<file path="config.mk">
export PLATFORM = sky130hd
export DESIGN_NAME = pipelined_instruction_decoder_flat
export DESIGN_NICKNAME = d
export VERILOG_FILES = /design/src/rtl/pipelined_instruction_decoder_if.sv /design/src/rtl/pipelined_instruction_decoder.sv /design/src/flat_wrapper.sv
export SDC_FILE = /design/constraint.sdc
export NUM_CORES = 1
export LEC_CHECK = 0
export CAP_MARGIN = 20
export CORE_ASPECT_RATIO = 0.9
export CORE_MARGIN = 1
export CORE_UTILIZATION = 44
export CTS_CLUSTER_DIAMETER = 100
export DETAILED_ROUTE_END_ITERATION = 8
export PLACE_DENSITY_LB_ADDON = 0.12
export SYNTH_ARGS = -nofsm -noshare
export SYNTH_HDL_FRONTEND = slang
export SYNTH_SLANG_ARGS = --single-unit
export TNS_END_PERCENT = 100
</file>
<file path="constraint.sdc">
create_clock -name clk -period 1.8 [get_ports clk]
set_input_delay 0.27 -clock clk [delete_from_list [all_inputs] [get_ports clk]]
set_output_delay 0.27 -clock clk [all_outputs]
set_load 0.005 [all_outputs]
</file>
<file path="src/rtl/pipelined_instruction_decoder_if.sv">
// pipelined_instruction_decoder_if: fetch-side handshake and ALU control bundle for the decoder
interface pipelined_instruction_decoder_if #(
    parameter int DATA_WIDTH = 16,
    parameter int SEL_WIDTH  = 4,
    parameter int OP_WIDTH   = 4
);
    localparam int IW = OP_WIDTH + 2 * SEL_WIDTH;
    logic [IW-1:0]         instruction;
    logic                  in_valid;
    logic                  in_ready;
    logic [DATA_WIDTH-1:0] switches;
    logic                  out_valid;
    logic                  out_ready;
    logic                  mem_done;
    logic                  pc_increment;
    logic [OP_WIDTH-1:0]   alu_op;
    logic [DATA_WIDTH-1:0] alu_a_altern;
    logic [DATA_WIDTH-1:0] alu_b_altern;
    logic [SEL_WIDTH-1:0]  alu_a_select;
    logic [SEL_WIDTH-1:0]  alu_b_select;
    logic [SEL_WIDTH-1:0]  alu_out_select;
    logic                  alu_a_source;
    logic                  alu_b_source;
    logic [1:0]            alu_load_src;
    logic                  alu_store_to_mem;
    logic                  alu_store_to_stk;
    logic                  mem_timeout;

    modport master (
        output instruction, in_valid, switches, out_ready, mem_done,
        input  in_ready, out_valid, pc_increment, alu_op, alu_a_altern, alu_b_altern,
               alu_a_select, alu_b_select, alu_out_select, alu_a_source, alu_b_source,
               alu_load_src, alu_store_to_mem, alu_store_to_stk, mem_timeout
    );

    modport slave (
        input  instruction, in_valid, switches, out_ready, mem_done,
        output in_ready, out_valid, pc_increment, alu_op, alu_a_altern, alu_b_altern,
               alu_a_select, alu_b_select, alu_out_select, alu_a_source, alu_b_source,
               alu_load_src, alu_store_to_mem, alu_store_to_stk, mem_timeout
    );
endinterface

</file>
<file path="src/rtl/pipelined_instruction_decoder.sv">
// pipelined_instruction_decoder: registered, handshaked decode of {opcode, f1, f2} into ALU control fields
module pipelined_instruction_decoder #(
    parameter int DATA_WIDTH  = 16,
    parameter int SEL_WIDTH   = 4,
    parameter int OP_WIDTH    = 4,
    parameter int MEM_TIMEOUT = 64
) (
    input logic clk,
    input logic reset_n,
    pipelined_instruction_decoder_if.slave bus
);
    localparam int CW = $clog2(MEM_TIMEOUT);
    localparam logic [1:0] IDLE     = 2'd0;
    localparam logic [1:0] HOLD     = 2'd1;
    localparam logic [1:0] MEM_WAIT = 2'd2;

    logic [OP_WIDTH-1:0]   opc;
    logic [SEL_WIDTH-1:0]  f1, f2;
    logic                  in_ready, out_valid, accept;
    logic [1:0]            state_q, state_d;
    logic [CW-1:0]         cnt_q, cnt_d;
    logic                  timeout_q, timeout_d;
    logic [OP_WIDTH-1:0]   op_q, op_d;
    logic [DATA_WIDTH-1:0] a_altern_q, a_altern_d;
    logic [SEL_WIDTH-1:0]  a_sel_q, a_sel_d;
    logic [SEL_WIDTH-1:0]  b_sel_q, b_sel_d;
    logic [SEL_WIDTH-1:0]  out_sel_q, out_sel_d;
    logic                  a_src_q, a_src_d;
    logic [1:0]            load_q, load_d;
    logic                  st_mem_q, st_mem_d;
    logic                  st_stk_q, st_stk_d;
    logic                  is_mem_q, is_mem_d;

    assign {opc, f1, f2} = bus.instruction;
    assign out_valid = state_q == HOLD;
    // a memory/stack op must drain through MEM_WAIT, so it cannot be overlapped with a new accept
    assign in_ready  = state_q == IDLE || (out_valid && bus.out_ready && !is_mem_q);
    assign accept    = bus.in_valid && in_ready;

    // decode the incoming instruction; anything not listed is a noop with all fields zero
    always_comb begin
        op_d       = '0;
        a_altern_d = '0;
        a_sel_d    = '0;
        b_sel_d    = '0;
        out_sel_d  = '0;
        a_src_d    = 1'b0;
        load_d     = 2'b00;
        st_mem_d   = 1'b0;
        st_stk_d   = 1'b0;
        is_mem_d   = 1'b0;
        if (opc == OP_WIDTH'(1)) begin
            op_d       = OP_WIDTH'(f1);
            a_altern_d = bus.switches;
            a_src_d    = 1'b1;
            b_sel_d    = f2;
            out_sel_d  = f2;
            load_d     = 2'b01;
        end else if (opc[3]) begin
            is_mem_d  = 1'b1;
            a_sel_d   = f1;
            out_sel_d = f2;
            op_d      = opc[0] ? OP_WIDTH'(1) : '0;
            b_sel_d   = opc[0] ? f2 : '0;
            load_d    = opc[2] ? 2'b01 : {1'b1, opc[1]};
            st_stk_d  = opc[2] && opc[1];
            st_mem_d  = opc[2] && !opc[1];
        end
    end

    // handshake state machine with memory-completion timeout
    always_comb begin
        state_d   = state_q;
        cnt_d     = cnt_q;
        timeout_d = timeout_q;
        if (state_q == IDLE) begin
            if (accept) state_d = HOLD;
        end else if (state_q == HOLD) begin
            if (bus.out_ready) begin
                if (is_mem_q) begin
                    state_d = MEM_WAIT;
                    cnt_d   = '0;
                end else if (!accept) begin
                    state_d = IDLE;
                end
            end
        end else begin
            cnt_d = cnt_q + 1'b1;
            if (bus.mem_done) begin
                state_d = IDLE;
            end else if (cnt_q == CW'(MEM_TIMEOUT - 1)) begin
                state_d   = IDLE;
                timeout_d = 1'b1;
            end
        end
    end

    // state, counter and sticky timeout flag
    always_ff @(posedge clk or negedge reset_n) begin
        if (!reset_n) begin
            state_q   <= IDLE;
            cnt_q     <= '0;
            timeout_q <= 1'b0;
        end else begin
            state_q   <= state_d;
            cnt_q     <= cnt_d;
            timeout_q <= timeout_d;
        end
    end

    // control fields and switch snapshot captured only on accept, otherwise held
    always_ff @(posedge clk or negedge reset_n) begin
        if (!reset_n) begin
            op_q       <= '0;
            a_altern_q <= '0;
            a_sel_q    <= '0;
            b_sel_q    <= '0;
            out_sel_q  <= '0;
            a_src_q    <= 1'b0;
            load_q     <= 2'b00;
            st_mem_q   <= 1'b0;
            st_stk_q   <= 1'b0;
            is_mem_q   <= 1'b0;
        end else if (accept) begin
            op_q       <= op_d;
            a_altern_q <= a_altern_d;
            a_sel_q    <= a_sel_d;
            b_sel_q    <= b_sel_d;
            out_sel_q  <= out_sel_d;
            a_src_q    <= a_src_d;
            load_q     <= load_d;
            st_mem_q   <= st_mem_d;
            st_stk_q   <= st_stk_d;
            is_mem_q   <= is_mem_d;
        end
    end

    assign bus.in_ready         = in_ready;
    assign bus.out_valid        = out_valid;
    assign bus.pc_increment     = out_valid;
    assign bus.alu_op           = op_q;
    assign bus.alu_a_altern     = a_altern_q;
    assign bus.alu_b_altern     = '0;
    assign bus.alu_a_select     = a_sel_q;
    assign bus.alu_b_select     = b_sel_q;
    assign bus.alu_out_select   = out_sel_q;
    assign bus.alu_a_source     = a_src_q;
    assign bus.alu_b_source     = 1'b0;
    assign bus.alu_load_src     = load_q;
    assign bus.alu_store_to_mem = st_mem_q && out_valid;
    assign bus.alu_store_to_stk = st_stk_q && out_valid;
    assign bus.mem_timeout      = timeout_q;
endmodule

</file>
<file path="src/flat_wrapper.sv">
// flat-port wrapper written by rule: the top's interface ports become plain ports
module pipelined_instruction_decoder_flat 
#(
    parameter int DATA_WIDTH  = 16,
    parameter int SEL_WIDTH   = 4,
    parameter int OP_WIDTH    = 4,
    parameter int MEM_TIMEOUT = 64
)
  (clk, reset_n, bus_instruction, bus_in_valid, bus_switches, bus_out_ready, bus_mem_done, bus_in_ready, bus_out_valid, bus_pc_increment, bus_alu_op, bus_alu_a_altern, bus_alu_b_altern, bus_alu_a_select, bus_alu_b_select, bus_alu_out_select, bus_alu_a_source, bus_alu_b_source, bus_alu_load_src, bus_alu_store_to_mem, bus_alu_store_to_stk, bus_mem_timeout);
  pipelined_instruction_decoder_if #(.DATA_WIDTH(DATA_WIDTH), .SEL_WIDTH(SEL_WIDTH), .OP_WIDTH(OP_WIDTH)) bus_i ();
  input logic clk;
  input logic reset_n;
  input wire logic [$bits(bus_i.instruction)-1:0] bus_instruction;
  input wire logic [$bits(bus_i.in_valid)-1:0] bus_in_valid;
  input wire logic [$bits(bus_i.switches)-1:0] bus_switches;
  input wire logic [$bits(bus_i.out_ready)-1:0] bus_out_ready;
  input wire logic [$bits(bus_i.mem_done)-1:0] bus_mem_done;
  output wire logic [$bits(bus_i.in_ready)-1:0] bus_in_ready;
  output wire logic [$bits(bus_i.out_valid)-1:0] bus_out_valid;
  output wire logic [$bits(bus_i.pc_increment)-1:0] bus_pc_increment;
  output wire logic [$bits(bus_i.alu_op)-1:0] bus_alu_op;
  output wire logic [$bits(bus_i.alu_a_altern)-1:0] bus_alu_a_altern;
  output wire logic [$bits(bus_i.alu_b_altern)-1:0] bus_alu_b_altern;
  output wire logic [$bits(bus_i.alu_a_select)-1:0] bus_alu_a_select;
  output wire logic [$bits(bus_i.alu_b_select)-1:0] bus_alu_b_select;
  output wire logic [$bits(bus_i.alu_out_select)-1:0] bus_alu_out_select;
  output wire logic [$bits(bus_i.alu_a_source)-1:0] bus_alu_a_source;
  output wire logic [$bits(bus_i.alu_b_source)-1:0] bus_alu_b_source;
  output wire logic [$bits(bus_i.alu_load_src)-1:0] bus_alu_load_src;
  output wire logic [$bits(bus_i.alu_store_to_mem)-1:0] bus_alu_store_to_mem;
  output wire logic [$bits(bus_i.alu_store_to_stk)-1:0] bus_alu_store_to_stk;
  output wire logic [$bits(bus_i.mem_timeout)-1:0] bus_mem_timeout;
  assign bus_i.instruction = bus_instruction;
  assign bus_i.in_valid = bus_in_valid;
  assign bus_i.switches = bus_switches;
  assign bus_i.out_ready = bus_out_ready;
  assign bus_i.mem_done = bus_mem_done;
  assign bus_in_ready = bus_i.in_ready;
  assign bus_out_valid = bus_i.out_valid;
  assign bus_pc_increment = bus_i.pc_increment;
  assign bus_alu_op = bus_i.alu_op;
  assign bus_alu_a_altern = bus_i.alu_a_altern;
  assign bus_alu_b_altern = bus_i.alu_b_altern;
  assign bus_alu_a_select = bus_i.alu_a_select;
  assign bus_alu_b_select = bus_i.alu_b_select;
  assign bus_alu_out_select = bus_i.alu_out_select;
  assign bus_alu_a_source = bus_i.alu_a_source;
  assign bus_alu_b_source = bus_i.alu_b_source;
  assign bus_alu_load_src = bus_i.alu_load_src;
  assign bus_alu_store_to_mem = bus_i.alu_store_to_mem;
  assign bus_alu_store_to_stk = bus_i.alu_store_to_stk;
  assign bus_mem_timeout = bus_i.mem_timeout;
  pipelined_instruction_decoder #(.DATA_WIDTH(DATA_WIDTH), .SEL_WIDTH(SEL_WIDTH), .OP_WIDTH(OP_WIDTH), .MEM_TIMEOUT(MEM_TIMEOUT)) u_core (.clk(clk), .reset_n(reset_n), .bus(bus_i));
endmodule
</file>
==> impl_results.md, run 1 <==
* Outcome: complete, no violations
* Via count at 1736
* Chip width at 79.2 um
* Path class of the lowest-slack min-delay path: in -> async
* Share of power burned in combinational logic at 42.1%
* Placed cell area at 3170 um^2
* Number of H-tree levels at 2
* Total power consumption of the routed design at 4.04 mW
* Clock Path Buffers at 2
* All-layer global routing usage at 18.6%
* Number of buffers added by the clock tree synthesis step at 5
* Net switching fraction of the power at 29.8%
* Maximum number of pins on one net before global-route repair at 28
* Seq/Total Area, Yosys at 49.9%
* Commonest non-fill, non-tap cell in the layout: sky130_fd_sc_hd__clkdlybuf4s50_1
* Highest-delay cell along the critical path: sky130_fd_sc_hd__clkdlybuf4s50_1
* Number of standard cells after synthesis at 219
* Number of detailed-route iterations in the first pass at 4
* DIE AREA at 5660 um^2
* Cell family contributing the most delay on the critical path: buffers and inverters
* Psw at 1.21 mW
* Wire length reported by the detailed router at 4.84 mm
* Count of pins over their slew limit at 0
* Count of unique library cells instantiated by Yosys at 33
* Count of input and output buffers at 73
* Post-Syn Area per Cell at 10.8 um^2
* Final number of hold-violating endpoints at 0
* Part of the power in the clock network at 19.9%
* Insertion delay to the later sink of the worst-skew pair at 300 ps
* Clock tree from TritonCTS: done
* Global routing met3 resource utilization at 5.35%
* Flop-to-flop setup slack at 310 ps
* Initial Utilization at 47.3%
* CTS clock-pin slew for the worst setup and hold paths at 90 ps
* Die height at 71.5 um
* Row Count at 24
* Initial antenna violation count at 0
* Yosys Warn Count at 0
* Power Internal at 2.84 mW
* Setup crit start kind: flop
* Wire length per cell at 13.0 um
* GPL Wtd Cong at 0.816
* Multi-input combinational cell area at 922 um^2
* Filler cell count in the final layout at 428
* Mapped cell area at 2360 um^2
* Share of power burned in registers at 38.0%
* Worst path required time at 1530 ps
* Total congestion overflow at 0
* Ratio of cells with drive above 1 in the final layout at 13.0%
* Static leakage at 1.54 nW
* Clk sink count at 47
* Clock tree skew after final layout at 8.31 ps
* Number of buffers and inverters on the critical path at 2
* Detailed placer's ending HPWL at 3.51 mm
* Number of DRC violations after detailed routing at 0
* Flop and latch count out of synthesis at 47
* Peak Freq at 576 MHz
* Global-route wire length before repair at 8.00 mm
* Leading cell types in the layout, fill and taps excluded: sky130_fd_sc_hd__clkdlybuf4s50_1, sky130_fd_sc_hd__dfrtp_1, sky130_fd_sc_hd__inv_1
* Setup TNS at 0 ps
* Core footprint at 4980 um^2
* Met1 routing resource usage after global routing at 25.7%
* Vias in the first global route at 1696
* Grt met2 use at 27.7%
* Fin crit share at 96.5%
* Final Setup Violations at 0
* Final critical-path required period at 1740 ps
* Initial DRC count at 73
* Area grow syn2layout at 41.1%
* Tightest Pin Transition at 500 ps
* Maximum fanout along the worst path at 3
* Max-cap violation count at 0
* Setup repair after global routing missed its margin: no
* Busiest metal layer after global routing: met2
* Worst-path cell chain: nor2b_4 -> buf_4 -> clkdlybuf4s50_1
* Final #Nets at 340
* Worst max-slew margin expressed relative to the limit at 66.7%
* Via-per-instance ratio at 4.67
* Kind of critical path: reg -> out
* Inserted Diodes at 0
* Power density over cell area at 1220 nW/um^2
* Highest cell delay on the worst timing path at 490 ps
* Final ANT Viol Nets at 0
* Max IR drop VDD at 0.000737 V
* Ports placed on the boundary at 91
* Clock root buffer: sky130_fd_sc_hd__clkbuf_8
* Setup crit end kind: output port
* Data arrival time of the worst path at 1470 ps
* FF/Latch Area at 1180 um^2
* Post-Layout Inst Area at 3330 um^2
[metrics by stage]
step           utilization (%)  hold slack, ps  instances  setup slack, ps
4_1_cts                   66.5             472        371             16.2
5_1_grt                   66.7             498        372             12.5
6_report                  66.7             457        372             63.2
2_1_floorplan                -           -25.6        235              357
3_3_place_gp              63.7             265        361            -5.66
3_5_place_dp              63.7             263        361            -43.4
[cells in the mapped netlist]
master / number / area, um^2
sky130_fd_sc_hd__nand2_1: 28 / 105
sky130_fd_sc_hd__and4b_1: 1 / 10.0
sky130_fd_sc_hd__o211ai_1: 3 / 22.5
sky130_fd_sc_hd__nand2b_4: 1 / 13.8
sky130_fd_sc_hd__ha_1: 1 / 12.5
sky130_fd_sc_hd__a211oi_4: 1 / 20.0
sky130_fd_sc_hd__o31ai_1: 4 / 30.0
sky130_fd_sc_hd__a21oi_1: 2 / 10.0
sky130_fd_sc_hd__nor3b_1: 2 / 15.0
sky130_fd_sc_hd__dfrtp_1: 47 / 1180
sky130_fd_sc_hd__nand2b_1: 2 / 12.5
sky130_fd_sc_hd__o32ai_1: 1 / 8.76
sky130_fd_sc_hd__a31o_2: 1 / 8.76
sky130_fd_sc_hd__and2_1: 2 / 12.5
sky130_fd_sc_hd__clkbuf_1: 1 / 3.75
sky130_fd_sc_hd__buf_12: 2 / 40.0
sky130_fd_sc_hd__nand3_1: 2 / 10.0
sky130_fd_sc_hd__buf_2: 3 / 15.0
sky130_fd_sc_hd__buf_6: 2 / 22.5
sky130_fd_sc_hd__buf_4: 18 / 135
sky130_fd_sc_hd__nor4b_2: 1 / 15.0
sky130_fd_sc_hd__nor2_1: 1 / 3.75
sky130_fd_sc_hd__mux2i_1: 29 / 290
sky130_fd_sc_hd__and3_1: 7 / 43.8
sky130_fd_sc_hd__inv_1: 32 / 120
sky130_fd_sc_hd__a31oi_1: 1 / 6.26
sky130_fd_sc_hd__o21bai_1: 1 / 7.51
sky130_fd_sc_hd__o21ai_0: 7 / 35.0
sky130_fd_sc_hd__conb_1: 1 / 3.75
sky130_fd_sc_hd__nand4b_1: 1 / 8.76
sky130_fd_sc_hd__a22o_1: 1 / 8.76
sky130_fd_sc_hd__nor2b_1: 3 / 18.8
sky130_fd_sc_hd__mux2_2: 10 / 113
[metal layers]
layer  routed length [um]  vias up
met2                 2230       53
met4                   54        0
met5                    0        -
li1                     -      854
met3                  284        5
met1                 2280      824
[kinds of logic after synthesis]
kind of cell | after synthesis | share of synthesized area [%]
adders and majority gates | 1 | 0.530
other | 1 | 0.159
muxes | 39 | 17.1
AOI/OAI and AO/OA | 22 | 6.68
DFF | 47 | 49.9
buffers and inverters | 58 | 14.3
and+or+nand+nor | 51 | 11.4
[worst reg2reg max path, delay by kind of cell (launching register included)]
family	cells	cell delay [ps]
AO/OA/AOI/OAI	1	270
buffers and inverters	1	210
flip-flops	1	390
multiplexers	1	360
AND/OR/NAND/NOR	1	150
[layout make-up]
type	instances	area share (%)
Clock inverter	2	1.05
Inverter	32	3.61
Clock buffer	6	2.48
Tap cell	65	2.44
Sequential cell	47	35.4
Timing Repair Buffer	90	27.3
Multi-Input combinational cell	130	27.7
[flip-flops by register name (all words and copies together), names as in the netlist]
name                       cells
u_core.st_mem_q                1
u_core.bus.alu_a_select        4
u_core.bus.mem_timeout         1
u_core.bus.alu_a_source        1
u_core.bus.alu_load_src        2
u_core.st_stk_q                1
u_core.is_mem_q                1
u_core.bus.alu_a_altern       16
u_core.state_q                 2
u_core.bus.alu_op              4
u_core.bus.alu_b_select        4
u_core.cnt_q                   6
u_core.bus.alu_out_select      4
[worst paths after layout]
path	start	to	cells past startpoint
hold reg to reg	u_core.bus.mem_timeout	u_core.bus.mem_timeout	1
setup reg to reg	u_core.is_mem_q	u_core.bus.alu_b_select[1]	4
min in group clk	u_core.bus.mem_timeout	u_core.bus.mem_timeout	1
setup / recovery	u_core.state_q[1]	bus_pc_increment	3
hold / removal	reset_n	u_core.bus.alu_a_altern[13]	2
max in group asynchronous	reset_n	u_core.bus.alu_a_select[2]	3
[power by group through the flow]
stage | clock, mW | sequential (mW) | combinational, mW
2_1_floorplan | 0 | 1.56 | 0.856
3_3_place_gp | 0 | 1.55 | 1.64
3_5_place_dp | 0 | 1.55 | 1.68
4_1_cts | 0.821 | 1.54 | 1.71
5_1_grt | 0.866 | 1.58 | 1.85
6_report | 0.805 | 1.53 | 1.70
[timing repair]
action / 4_1_cts / 5_1_grt
endpoints found under the hold margin: 20 / 0
gates resized for setup: 3 / 2
hold buffers: 1 / 0
buffers inserted: 1 / 1
endpoints found under the setup margin: 3 / 2
Note: power is estimated with default switching activity, not from simulation.
==> inputs of run 2 (changes only) <==
Settings changed: ABC_CLOCK_PERIOD_IN_PS set to 1800, CORE_MARGIN 1 to 10, CORE_UTILIZATION 44 to 30.
==> run 2 against run 1 <==
Net effect: first-iteration DRC count shrank 6.8%; register-to-register slack is essentially flat; clock power shrank 13%; fmax grew 0.45%; worst hold slack gained 29 ps; design area grew 0.75%; sequential share of layout area shrank 0.26 points; clock skew grew 3.0 ps.
==> impl_results.md, run 2 (synthesized netlist as in run 1, its figures left out) <==
* Outcome: complete, no violations (unchanged)
* Clk sink count at 47 (unchanged)
* Path class of the lowest-slack min-delay path: reg -> reg (was in -> async)
* Commonest non-fill, non-tap cell in the layout: sky130_fd_sc_hd__clkdlybuf4s50_1 (unchanged)
* Part of the power in the clock network at 17.7% (was 19.9%)
* Psw at 1.21 mW (about the same)
* DIE AREA at 11800 um^2 (was 5660 um^2)
* Ports placed on the boundary at 91 (unchanged)
* Tightest Pin Transition at 622 ps (was 500 ps)
* Number of H-tree levels at 2 (unchanged)
* Setup TNS at 0 ps (unchanged)
* Worst path required time at 1530 ps (about the same)
* Initial DRC count at 68 (was 73)
* Setup crit end kind: output port (unchanged)
* GPL Wtd Cong at 0.771 (was 0.816)
* Final hold slack at 486 ps (was 457 ps)
* Final Setup Violations at 0 (unchanged)
* Final ANT Viol Nets at 0 (unchanged)
* Chip width at 113 um (was 79.2 um)
* Core footprint at 7580 um^2 (was 4980 um^2)
* Detailed placer's ending HPWL at 4.43 mm (was 3.51 mm)
* Worst max-slew margin expressed relative to the limit at 58.5% (was 66.7%)
* Share of power burned in combinational logic at 43.3% (was 42.1%)
* Final #Nets at 340 (unchanged)
* Number of flip-flops in the largest register at 16 (unchanged)
* Clock Path Buffers at 2 (unchanged)
* Clock tree skew after final layout at 11.3 ps (was 8.31 ps)
* Maximum number of pins on one net before global-route repair at 27 (was 28)
* Wire length reported by the detailed router at 5.75 mm (was 4.84 mm)
* Leading cell types in the layout, fill and taps excluded: sky130_fd_sc_hd__clkdlybuf4s50_1, sky130_fd_sc_hd__dfrtp_1, sky130_fd_sc_hd__inv_1 (unchanged)
* Kind of critical path: reg -> out (unchanged)
* Number of placed cells counting well taps at 392 (was 361)
* Initial Utilization at 31.1% (was 47.3%)
* Placed cell area at 3210 um^2 (was 3170 um^2)
* CTS clock-pin slew for the worst setup and hold paths at 90 ps (about the same)
* Via count at 1711 (was 1736)
* Count of pins over their slew limit at 0 (unchanged)
* Fin crit share at 96.1% (was 96.5%)
* Inserted Diodes at 0 (unchanged)
* Insertion delay to the later sink of the worst-skew pair at 290 ps (was 300 ps)
* Final core occ at 44.2% (was 66.7%)
* Setup repair after global routing missed its margin: no (unchanged)
* Max-cap violation count at 0 (unchanged)
* Static leakage at 1.53 nW (was 1.54 nW)
* Power density over cell area at 1180 nW/um^2 (was 1220 nW/um^2)
* All-layer global routing usage at 9.95% (was 18.6%)
* Via-per-instance ratio at 4.25 (was 4.67)
* Share of power burned in registers at 39.0% (was 38.0%)
* Clock tree from TritonCTS: done (unchanged)
* Data arrival time of the worst path at 1460 ps (was 1470 ps)
* Total power consumption of the routed design at 3.95 mW (was 4.04 mW)
* Total congestion overflow at 0 (unchanged)
* Global-route wire length before repair at 9.79 mm (was 8.00 mm)
* Post-Layout Inst Area at 3350 um^2 (was 3330 um^2)
* Setup crit start kind: flop (unchanged)
* Net switching fraction of the power at 30.6% (was 29.8%)
* Power Internal at 2.74 mW (was 2.84 mW)
* Vias in the first global route at 1950 (was 1696)
* Area grow syn2layout at 42.1% (was 41.1%)
* Number of DRC violations after detailed routing at 0 (unchanged)
* Wire length per cell at 14.3 um (was 13.0 um)
* Final critical-path required period at 1730 ps (was 1740 ps)
* Setup slack after placement at -24.6 ps (was -43.4 ps)
* Row Count at 30 (was 24)
* Final number of hold-violating endpoints at 0 (unchanged)
* Number of detailed-route iterations in the first pass at 4 (unchanged)
* Initial antenna violation count at 0 (unchanged)
* Clock root buffer: sky130_fd_sc_hd__clkbuf_8 (unchanged)
* Peak Freq at 578 MHz (was 576 MHz)
* Final Worst Setup Slack at 71.1 ps (was 63.2 ps)
* Number of buffers added by the clock tree synthesis step at 5 (unchanged)
* Count of input and output buffers at 73 (unchanged)
* Ratio of cells with drive above 1 in the final layout at 13.0% (unchanged)
* Die height at 104 um (was 71.5 um)
* Final non-filler cell total at 403 (was 372)
* Max IR drop VDD at 0.000566 V (was 0.000737 V)
* Maximum fanout along the worst path at 2 (was 3)
run 2: worst paths after layout:
kind                       depth (start not counted)  slack (ps)                          end              startpoint
max                                                3          70             bus_pc_increment       u_core.state_q[1]
min                                                1         490       u_core.bus.mem_timeout  u_core.bus.mem_timeout
max reg2reg                                        4         320      u_core.bus.alu_a_source         u_core.is_mem_q
min reg2reg                                        1         490       u_core.bus.mem_timeout  u_core.bus.mem_timeout
max in group asynchronous                          3         730  u_core.bus.alu_a_altern[13]                 reset_n
min in group asynchronous                          2         520              u_core.cnt_q[4]                 reset_n
run 2: what timing repair did:
action | in CTS | in global routing
endpoints found under the setup margin | 5 | 4
setup buffers | 1 | 1
hold endpoints to repair | 3 | 0
hold buffers | 1 | 0
resized for setup | 3 | 2
run 2: critical path: stages (launching register included):
cell                              delay (ps)
sky130_fd_sc_hd__dfrtp_1                 420
sky130_fd_sc_hd__nor2b_4                 130
sky130_fd_sc_hd__buf_4                   120
sky130_fd_sc_hd__clkdlybuf4s50_1         490
run 2: metal layers:
layer | vias up | GRT usage, % | routed length (um)
li1 | 853 | - | -
met1 | 805 | 12.0 | 2450
met2 | 51 | 14.8 | 2620
met3 | 2 | 5.88 | 669
met4 | 0 | 2.17 | 17
met5 | - | 0 | 0
run 2: final cells by class:
class,instances,area [um^2]
clock buffers,7,96.3
flip-flops and latches,47,1180
repair buffers,90,910
inverters,32,120
well taps,96,120
clock inverters,1,7.51
fillers,742,4230
multi-input cells,130,922
run 2: power groups by stage:
| stage | registers, mW | logic [mW] | clock network [mW] |
|---|---|---|---|
| floorplan | 1.56 | 0.856 | 0 |
| detailed placement | 1.55 | 1.71 | 0 |
| global placement | 1.56 | 1.69 | 0 |
| global route | 1.58 | 1.91 | 0.784 |
| finish | 1.54 | 1.71 | 0.700 |
| CTS | 1.54 | 1.74 | 0.737 |
